--- src/rtl/ram_arbiter_pkg.sv ---
// Shared definitions for the fetch/data RAM arbiter: response owner encoding,
// default bus widths and the base address of the instruction/data RAM.
package ram_arbiter_pkg;

    typedef enum logic [1:0] {
        OWNER_NONE = 2'd0,
        OWNER_IF   = 2'd1,
        OWNER_DATA = 2'd2
    } owner_e;

    localparam int          ADDR_W_DEFAULT = 32;
    localparam int          DATA_W_DEFAULT = 32;
    localparam logic [31:0] RAM_BASE       = 32'h1c00_0000;

endpackage

--- src/rtl/ram_arb_fairness.sv ---
// Priority decision between fetch and data: data wins by default, but fetch is
// forced through after MAX_DATA_STREAK consecutive data wins while it waited.
module ram_arb_fairness #(
    parameter int MAX_DATA_STREAK = 4,
    parameter int STREAK_W        = 3
) (
    input  logic clock,
    input  logic reset,
    input  logic if_elig,
    input  logic d_req,
    output logic gnt_if,
    output logic gnt_d
);

    localparam logic [STREAK_W-1:0] STREAK_MAX = STREAK_W'(MAX_DATA_STREAK);

    logic [STREAK_W-1:0] streak;
    logic                fetch_due;

    assign fetch_due = if_elig && (streak == STREAK_MAX);
    assign gnt_d     = d_req && !fetch_due;
    assign gnt_if    = if_elig && !gnt_d;

    // NOTE: state registers use non-blocking assignments so every flop samples
    // pre-edge values regardless of block ordering.
    always_ff @(posedge clock or posedge reset) begin
        if (reset) begin
            streak <= '0;
        end else if (gnt_if || !if_elig) begin
            streak <= '0;
        end else if (gnt_d && streak != STREAK_MAX) begin
            streak <= streak + 1'b1;
        end
    end

endmodule

--- src/rtl/ram_arbiter.sv ---
// Single-port RAM arbiter: one access per cycle, owner-tagged one-cycle read
// responses, fetch starvation bound and branch-flush discard of fetch data.
module ram_arbiter
    import ram_arbiter_pkg::*;
#(
    parameter int ADDR_W          = ADDR_W_DEFAULT,
    parameter int DATA_W          = DATA_W_DEFAULT,
    parameter int MAX_DATA_STREAK = 4,
    parameter int STREAK_W        = 3
) (
    input  logic              clock,
    input  logic              reset,
    input  logic              flush_i,
    input  logic              if_req_i,
    input  logic [ADDR_W-1:0] if_addr_i,
    output logic              if_gnt_o,
    output logic              if_rvalid_o,
    output logic [DATA_W-1:0] if_rdata_o,
    input  logic              d_req_i,
    input  logic              d_we_i,
    input  logic [ADDR_W-1:0] d_addr_i,
    input  logic [DATA_W-1:0] d_wdata_i,
    output logic              d_gnt_o,
    output logic              d_rvalid_o,
    output logic [DATA_W-1:0] d_rdata_o,
    output logic              ram_ce_o,
    output logic [ADDR_W-1:0] ram_raddr_o,
    output logic [ADDR_W-1:0] ram_waddr_o,
    output logic [DATA_W-1:0] ram_wdata_o,
    output logic              ram_wen_o,
    input  logic [DATA_W-1:0] ram_rdata_i
);

    logic   if_elig;
    logic   d_req_live;
    logic   gnt_if;
    logic   gnt_d;
    logic   d_read;
    owner_e resp_owner;

    // Requests are masked while reset is held so nothing reaches the RAM.
    assign if_elig    = if_req_i && !flush_i && !reset;
    assign d_req_live = d_req_i && !reset;

    ram_arb_fairness #(
        .MAX_DATA_STREAK (MAX_DATA_STREAK),
        .STREAK_W        (STREAK_W)
    ) u_fairness (
        .clock   (clock),
        .reset   (reset),
        .if_elig (if_elig),
        .d_req   (d_req_live),
        .gnt_if  (gnt_if),
        .gnt_d   (gnt_d)
    );

    assign d_read    = gnt_d && !d_we_i;
    assign if_gnt_o  = gnt_if;
    assign d_gnt_o   = gnt_d;
    assign ram_ce_o  = gnt_if || gnt_d;
    assign ram_wen_o = gnt_d && d_we_i;

    // NOTE: every output gets a default first so no path through this block
    // can infer a latch.
    always_comb begin
        ram_raddr_o = '0;
        ram_waddr_o = '0;
        ram_wdata_o = '0;
        if (gnt_if) begin
            ram_raddr_o = if_addr_i;
        end else if (d_read) begin
            ram_raddr_o = d_addr_i;
        end
        if (ram_wen_o) begin
            ram_waddr_o = d_addr_i;
            ram_wdata_o = d_wdata_i;
        end
    end

    always_ff @(posedge clock or posedge reset) begin
        if (reset) begin
            resp_owner <= OWNER_NONE;
        end else if (gnt_if) begin
            resp_owner <= OWNER_IF;
        end else if (d_read) begin
            resp_owner <= OWNER_DATA;
        end else begin
            resp_owner <= OWNER_NONE;
        end
    end

    // A fetch grant implies no flush at issue, so only a flush now can kill it.
    assign if_rvalid_o = (resp_owner == OWNER_IF) && !flush_i;
    assign if_rdata_o  = if_rvalid_o ? ram_rdata_i : '0;
    assign d_rvalid_o  = (resp_owner == OWNER_DATA);
    assign d_rdata_o   = d_rvalid_o ? ram_rdata_i : '0;

endmodule

--- config.mk ---
export PLATFORM = sky130hd
export DESIGN_NAME = ram_arbiter
export DESIGN_NICKNAME = d
export VERILOG_FILES = /design/src/rtl/ram_arbiter_pkg.sv /design/src/rtl/ram_arb_fairness.sv /design/src/rtl/ram_arbiter.sv
export SDC_FILE = /design/constraint.sdc
export NUM_CORES = 1
export LEC_CHECK = 0
export CAP_MARGIN = 25
export CORE_AREA = 2 2 116 118
export DETAILED_ROUTE_END_ITERATION = 10
export DIE_AREA = 0 0 118 120
export PLACE_DENSITY_LB_ADDON = 0.12
export SLEW_MARGIN = 20
export SYNTH_ARGS = -nofsm -noshare
export SYNTH_HDL_FRONTEND = slang
export SYNTH_SLANG_ARGS = --single-unit
--- constraint.sdc ---
create_clock -name clock -period 1.8 [get_ports clock]
set_input_delay 0.36 -clock clock [delete_from_list [all_inputs] [get_ports clock]]
set_output_delay 0.36 -clock clock [all_outputs]
set_load 0.01 [all_outputs]
==> reports/qor.yml, run 1 <==
ys.flop_type: "dfrtp_1"
wl_met2_um: 6886
htreeDepth: 1
dr.pass1.iters: 4
max-cap-violations: 0
synth-seq-cells: 5
drc: 0
power.density_nw_per_um2: 249.8
status: "finished, violations left"
worstSetupEndpointType: "primary output"
period_needed_ns: 2.484
start_util_pct: 11.63
routed-wl-met3_um: 1077
finalClockSkew_ns: 0.0007782
peakVddDrop_uv: 210.9
p_seq_share_pct: 8.5
async_flop_share_pct: 100.0
setup_violations: 99
p_leak_nw: 2.662
cts_tree: "built"
gr-usage-all-layers_pct: 16.74
dp_cells: 677
yosys.area.top_type: "and2_1"
syn_inst: 214
finalPower_mw: 1.372
ctsHoldBuffers: 0
path_clk_slew_ns: 0.03
grt_antenna_before_repair: 0
multi_input_area_um2: 1595
cts_root_buf: "clkbuf_16"
insertion_delay_ns: 0.23
dieArea_um2: 14160
route.layer.met1.wl_um: 4500
rows: 42
fin_nets: 685
cts_made_buffers: 3
clk_path_buf_depth: 2
synth_nets: 350
report.final.slew_viol_count: 0
synth_area_um2: 1510
hpwlAfterDp_um: 8529
slew_headroom_pct: 74.53
overflow: 0
rsz0062_at_grt: "true"
grt_pass1_wl_um: 18470
routed_wirelength_um: 12560
worst_pin_slew_ns: 0.3821
p_sw_share_pct: 28.12
start_kind: "register"
n_antenna_cell: 0
port_buffers: 299
drive_gt1_share_pct: 54.20
violations: "negative setup slack"
utilization_pct: 42.31
hold_violations: 0
combPwrFrac_pct: 65.0
fillers: 1333
worst_hold_path_type: "in2async"
drt-initial-drc-count: 64
yosysWarnings: 0
grt_max_degree: 38
setup_ws_ns: -0.6837
crit_type: "reg2out"
worst_ep_arrival_time_ns: 2.12
synth_commonest_cells: "and2_1 (65), and3_1 (64), a22o_1 (22)"
maxUsedRoutingLayer: "met4"
synth_cell_types: 19
synth_edf_count: 0
crit_fanout: 7
area_delta_synth_final_pct: 263.6
cts.sinks: 5
p_sw_uw: 385.8
synth.area.top_cells: "and2_1 (27%), and3_1 (27%), a22o_1 (13%)"
grt_pass1_vias: 3180
pwr-share-clk_pct: 26.5
die-height_um: 120
timing.hold.ws_ns: 0.2537
vias: 2965
fin_crit_sh_pct: 138.0
final_cells: 724
fp.dieW_um: 118
avgSynthCellArea_um2: 7.057
power.internal_uw: 986.2
ys_seq_area_share_pct: 8.285
synth_top_area_share_pct: 26.93
ant_nets: 0
avgViaCountPerCell: 4.095
post_drt_wl_per_cell_um: 17.34
max_freq_mhz: 402.6
coreArea_um2: 12980
ios: 300
post-synth-top-count-cell: "and2_1"
place.gp.congestion: 0.7504
required_ns: 1.44
regArea_um2: 125.1
[worst max-delay path, stage by stage (launching register included)]
cell and delay [ns]:
dfrtp_1 0.36, inv_1 0.06, ha_2 0.18, nand2_4 0.07
buf_6 0.13, o311a_4 0.41, buf_12 0.17, buf_16 0.12
buf_6 0.11, and3_4 0.17, buf_6 0.11
[kinds of logic after synthesis]
| group | Yosys count | share of synthesized area [%] |
|---|---|---|
| AND/OR/NAND/NOR | 140 | 57.08 |
| buffers and inverters | 31 | 9.693 |
| flip-flops | 5 | 8.285 |
| adder cells (fa/ha/maj) | 2 | 1.657 |
| XOR/XNOR | 1 | 0.5801 |
| AO/OA/AOI/OAI | 35 | 22.70 |
[power groups by stage]
| stage | Sequential, mW | Combinational [mW] | Clock (mW) |
|---|---|---|---|
| global route | 0.117 | 0.948 | 0.381 |
| finish | 0.117 | 0.892 | 0.363 |
| global placement | 0.117 | 0.779 | 0 |
| detailed placement | 0.118 | 0.783 | 0 |
| CTS | 0.117 | 0.899 | 0.370 |
| floorplan | 0.117 | 0.231 | 0 |
[what timing repair did]
item	in CTS	in global routing
endpoints found under the setup margin	166	158
setup buffers	29	8
pin swaps	28	7
gates resized for setup	598	156
gates cloned	14	0
[layout make-up]
class,instances,share of cell area (%)
Clock buffer,4,1.435
Tap cell,176,4.010
Multi-Input combinational cell,178,29.05
Timing Repair Buffer,356,62.88
Sequential cell,5,2.278
Inverter,5,0.3418
[through the flow]
stage	setup WS, ns	area (µm²)	setup TNS (ns)
after global placement	-0.8736	4976	-107.90
after global routing	-0.7511	5492	-63.60
after detailed placement	-0.8835	4976	-108.20
final	-0.6837	5492	-56.60
after CTS	-0.7259	5594	-62.19
after floorplan	-0.05191	1752	-2.238
[flip-flops by register name (all words and copies together) (netlist names)]
| register | cells |
|---|---|
| resp_owner | 2 |
| u_fairness.streak | 3 |
[routing by layer]
metal  vias up  track usage [%]
li1       1447                -
met1      1324            17.15
met2       186            33.87
met3         8            4.753
met4         0            2.636
met5         -                0
[worst paths after layout]
check                                                       from  depth (start not counted)                               end  slack, ns
worst max-delay path            u_fairness.streak[0]$_DFFE_PP0P_                         10                   ram_wdata_o[11]      -0.68
worst min-delay path                                       reset                          3  u_fairness.streak[2]$_DFFE_PP0P_       0.25
worst max register to register  u_fairness.streak[0]$_DFFE_PP0P_                          9           resp_owner[0]$_DFF_PP0_       0.04
worst min register to register  u_fairness.streak[0]$_DFFE_PP0P_                          3  u_fairness.streak[0]$_DFFE_PP0P_       0.60
max in group asynchronous                                  reset                          3           resp_owner[1]$_DFF_PP0_       1.44
min in group clock              u_fairness.streak[0]$_DFFE_PP0P_                          3  u_fairness.streak[0]$_DFFE_PP0P_       0.60
[placed cells by master, fill, tap and decap left out, types with 4 or more instances in the layout]
master           instances
nor2_1                   6
buf_12                  12
clkbuf_2                36
dfrtp_1                  5
dlygate4sd2_1           11
buf_2                   54
inv_1                    5
and2_4                   4
buf_6                   85
a22o_1                  22
and3_1                   6
and3_4                  58
clkbuf_16                4
buf_4                   16
a22o_2                   9
clkdlybuf4s50_1        129
buf_16                   8
and2_1                  61
Note: power is estimated with default switching activity, not from simulation.
==> run 2: changes to the inputs <==
==> constraint.sdc (replaced) <==
create_clock -name clock -period 2.2 [get_ports clock]
set_input_delay 0.44 -clock clock [delete_from_list [all_inputs] [get_ports clock]]
set_output_delay 0.44 -clock clock [all_outputs]
set_load 0.01 [all_outputs]
==> run 2 against run 1 <==
Against the previous run:
- the flow still finishes with violations (negative setup slack)
- wire length shrank 5.1%
- hold slack gained 0.097 ns
- sequential cell count is the same
- die area is the same
- clock-buffer cell count is the same
- design area shrank 2.6%
==> reports/qor.yml, run 2 (synthesis gave the netlist of run 1 again) <==
post_drt_wl_per_cell_um: 16.83  # -2.9%
cts_root_buf: "clkbuf_16"
coreArea_um2: 12980  # unchanged
hpwlAfterDp_um: 8729  # +2.3%
vias: 2940  # -0.84%
period_needed_ns: 2.420
start_util_pct: 11.63  # unchanged
hold_violations: 0  # unchanged
reg_top3: "u_fairness.streak (3), resp_owner (2)"
max_freq_mhz: 413.3
dieArea_um2: 14160  # unchanged
pre_cts_ws_ns: -0.6710  # +0.2125 ns
clk_path_buf_depth: 2  # unchanged
slew_headroom_pct: 81.62  # +7.1 points
placedInstanceArea_um2: 4818  # -3.2%
routed_wirelength_um: 11920  # -5.1%
worst_pin_slew_ns: 0.2757  # -0.1064 ns
timing.hold.ws_ns: 0.3509  # +0.09716 ns
worst_hold_path_type: "in2async"
grt_pass1_wl_um: 16240  # -12%
dr.pass1.iters: 4  # unchanged
drive_gt1_share_pct: 38.30  # -16 points
utilization_pct: 41.23  # -1.1 points
crit_chain: "inv_2, ha_4, nand2_4, buf_6, o311a_4, buf_12, clkbuf_16, and3_4, buf_2"
grt_antenna_before_repair: 2  # +2
tns_ns: -12.63  # +43.97 ns
dp_cells: 681  # +0.59%
r2r-end: "resp_owner[0]$_DFF_PP0_"
rsz0062_at_grt: "true"
cp-startpoint: "u_fairness.streak[1]$_DFFE_PP0P_"
power.density_nw_per_um2: 199.7  # -20%
finalPower_mw: 1.068  # -22%
worstSetupEndpointType: "primary output"
ctsHoldBuffers: 0  # unchanged
slowest_delay_ns: 0.38  # -0.03 ns
ant_nets: 0  # unchanged
drc: 0  # unchanged
gr-usage-all-layers_pct: 14.65  # -2.1 points
die-height_um: 120  # unchanged
finalClockSkew_ns: 0.0001321  # -0.0006462 ns
cts.sinks: 5  # unchanged
worstSetupEndpoint: "ram_wdata_o[29]"
reg2reg_from: "u_fairness.streak[1]$_DFFE_PP0P_"
place.gp.congestion: 0.7819  # +4.2%
rrSetupSlack_ns: 0.77  # +0.73 ns
fin_area_um2: 5351  # -2.6%
final_common_cell: "clkdlybuf4s50_1"
port_buffers: 299  # unchanged
largest_reg_flops: 3  # unchanged
ios: 300  # unchanged
violations: "negative setup slack"
fin_nets: 667  # -2.6%
status: "finished, violations left"
worst_ep_arrival_time_ns: 1.98  # -0.14 ns
fp.dieW_um: 118  # unchanged
avgViaCountPerCell: 4.153  # +1.4%
max-cap-violations: 0  # unchanged
required_ns: 1.76  # +0.32 ns
top_register: "u_fairness.streak"
htreeDepth: 1  # unchanged
crit_fanout: 6  # -1
report.final.slew_viol_count: 0  # unchanged
drt-initial-drc-count: 79  # +23%
insertion_delay_ns: 0.23  # about the same
fin_crit_sh_pct: 110.0
cts_tree: "built"
start_kind: "register"
path_clk_slew_ns: 0.03  # about the same
final_cells: 708  # -2.2%
rows: 42  # unchanged
grt_max_degree: 63  # +66%
setup_ws_ns: -0.2198  # +0.4639 ns
cts_made_buffers: 3  # unchanged
setup_violations: 97  # -2.0%
area_delta_synth_final_pct: 254.3
crit_path_top_delay_cell: "dfrtp_1"
overflow: 0  # unchanged
p_leak_nw: 2.767  # +4.0%
reg2regPathDepth: 7  # -2
final_cell_mix: "clkdlybuf4s50_1 (161), and2_1 (65), buf_6 (52)"
grt_pass1_vias: 2901  # -8.8%
peakVddDrop_uv: 173.2  # -18%
crit_type: "reg2out"
run 2: cell count changes in the layout (fill, tap and decap cells not counted), moves of 4 or more:
cell	previous run	this run
and3_4	58	39
and2_4	4	0
and3_1	6	25
buf_6	85	52
clkdlybuf4s15_1	1	5
clkbuf_2	36	17
buf_16	8	4
buf_2	54	36
and2_1	61	65
clkdlybuf4s50_1	129	161
dlymetal6s2s_1	1	17
run 2: critical path, delay by kind of cell (launching register included):
| kind | cells | cell delay (ns) |
|---|---|---|
| AND/OR/NAND/NOR | 2 | 0.23 |
| flip-flops | 1 | 0.38 |
| adder cells (fa/ha/maj) | 1 | 0.14 |
| buffers and inverters | 5 | 0.65 |
| AO/OA/AOI/OAI | 1 | 0.35 |
run 2: area by class of cell:
class	instances	area, µm²
Timing Repair Buffer	338	3401
Fill cell	1379	7629
Tap cell	176	220.2
Multi-Input combinational cell	178	1503
Sequential cell	5	125.1
Antenna cell	2	5.005
Clock buffer	4	78.83
Inverter	5	18.77
run 2: worst min path at each step:
stage,start,to,slack (ns),cells after the start
2_1_floorplan,reset,resp_owner[0]$_DFF_PP0_,0.23,1
3_3_place_gp,u_fairness.streak[0]$_DFFE_PP0P_,u_fairness.streak[0]$_DFFE_PP0P_,0.51,2
3_5_place_dp,u_fairness.streak[0]$_DFFE_PP0P_,u_fairness.streak[0]$_DFFE_PP0P_,0.52,2
4_1_cts,u_fairness.streak[0]$_DFFE_PP0P_,u_fairness.streak[0]$_DFFE_PP0P_,0.53,2
5_1_grt,reset,resp_owner[0]$_DFF_PP0_,0.38,3
6_report,reset,resp_owner[0]$_DFF_PP0_,0.35,3
run 2: timing repair:
item                       in CTS  in global routing
setup endpoints to repair     133                163
gates cloned                    4                  6
pin swaps                      24                 27
gates resized for setup       390                153
setup buffers                   7                  4
run 2: report_power, final:
part	switching, mW	internal, mW
combinational	0.238	0.438
sequential	0.00168	0.0943
clock	0.0563	0.240
total	0.296	0.772
run 2: layer usage:
layer  wire length [µm]  track usage (%)  up-vias
met2               6655            30.63      180
li1                   -                -     1411
met4                 44            1.506        0
met5                  0                0        -
met1               4142            14.27     1345
met3               1075            4.563        4
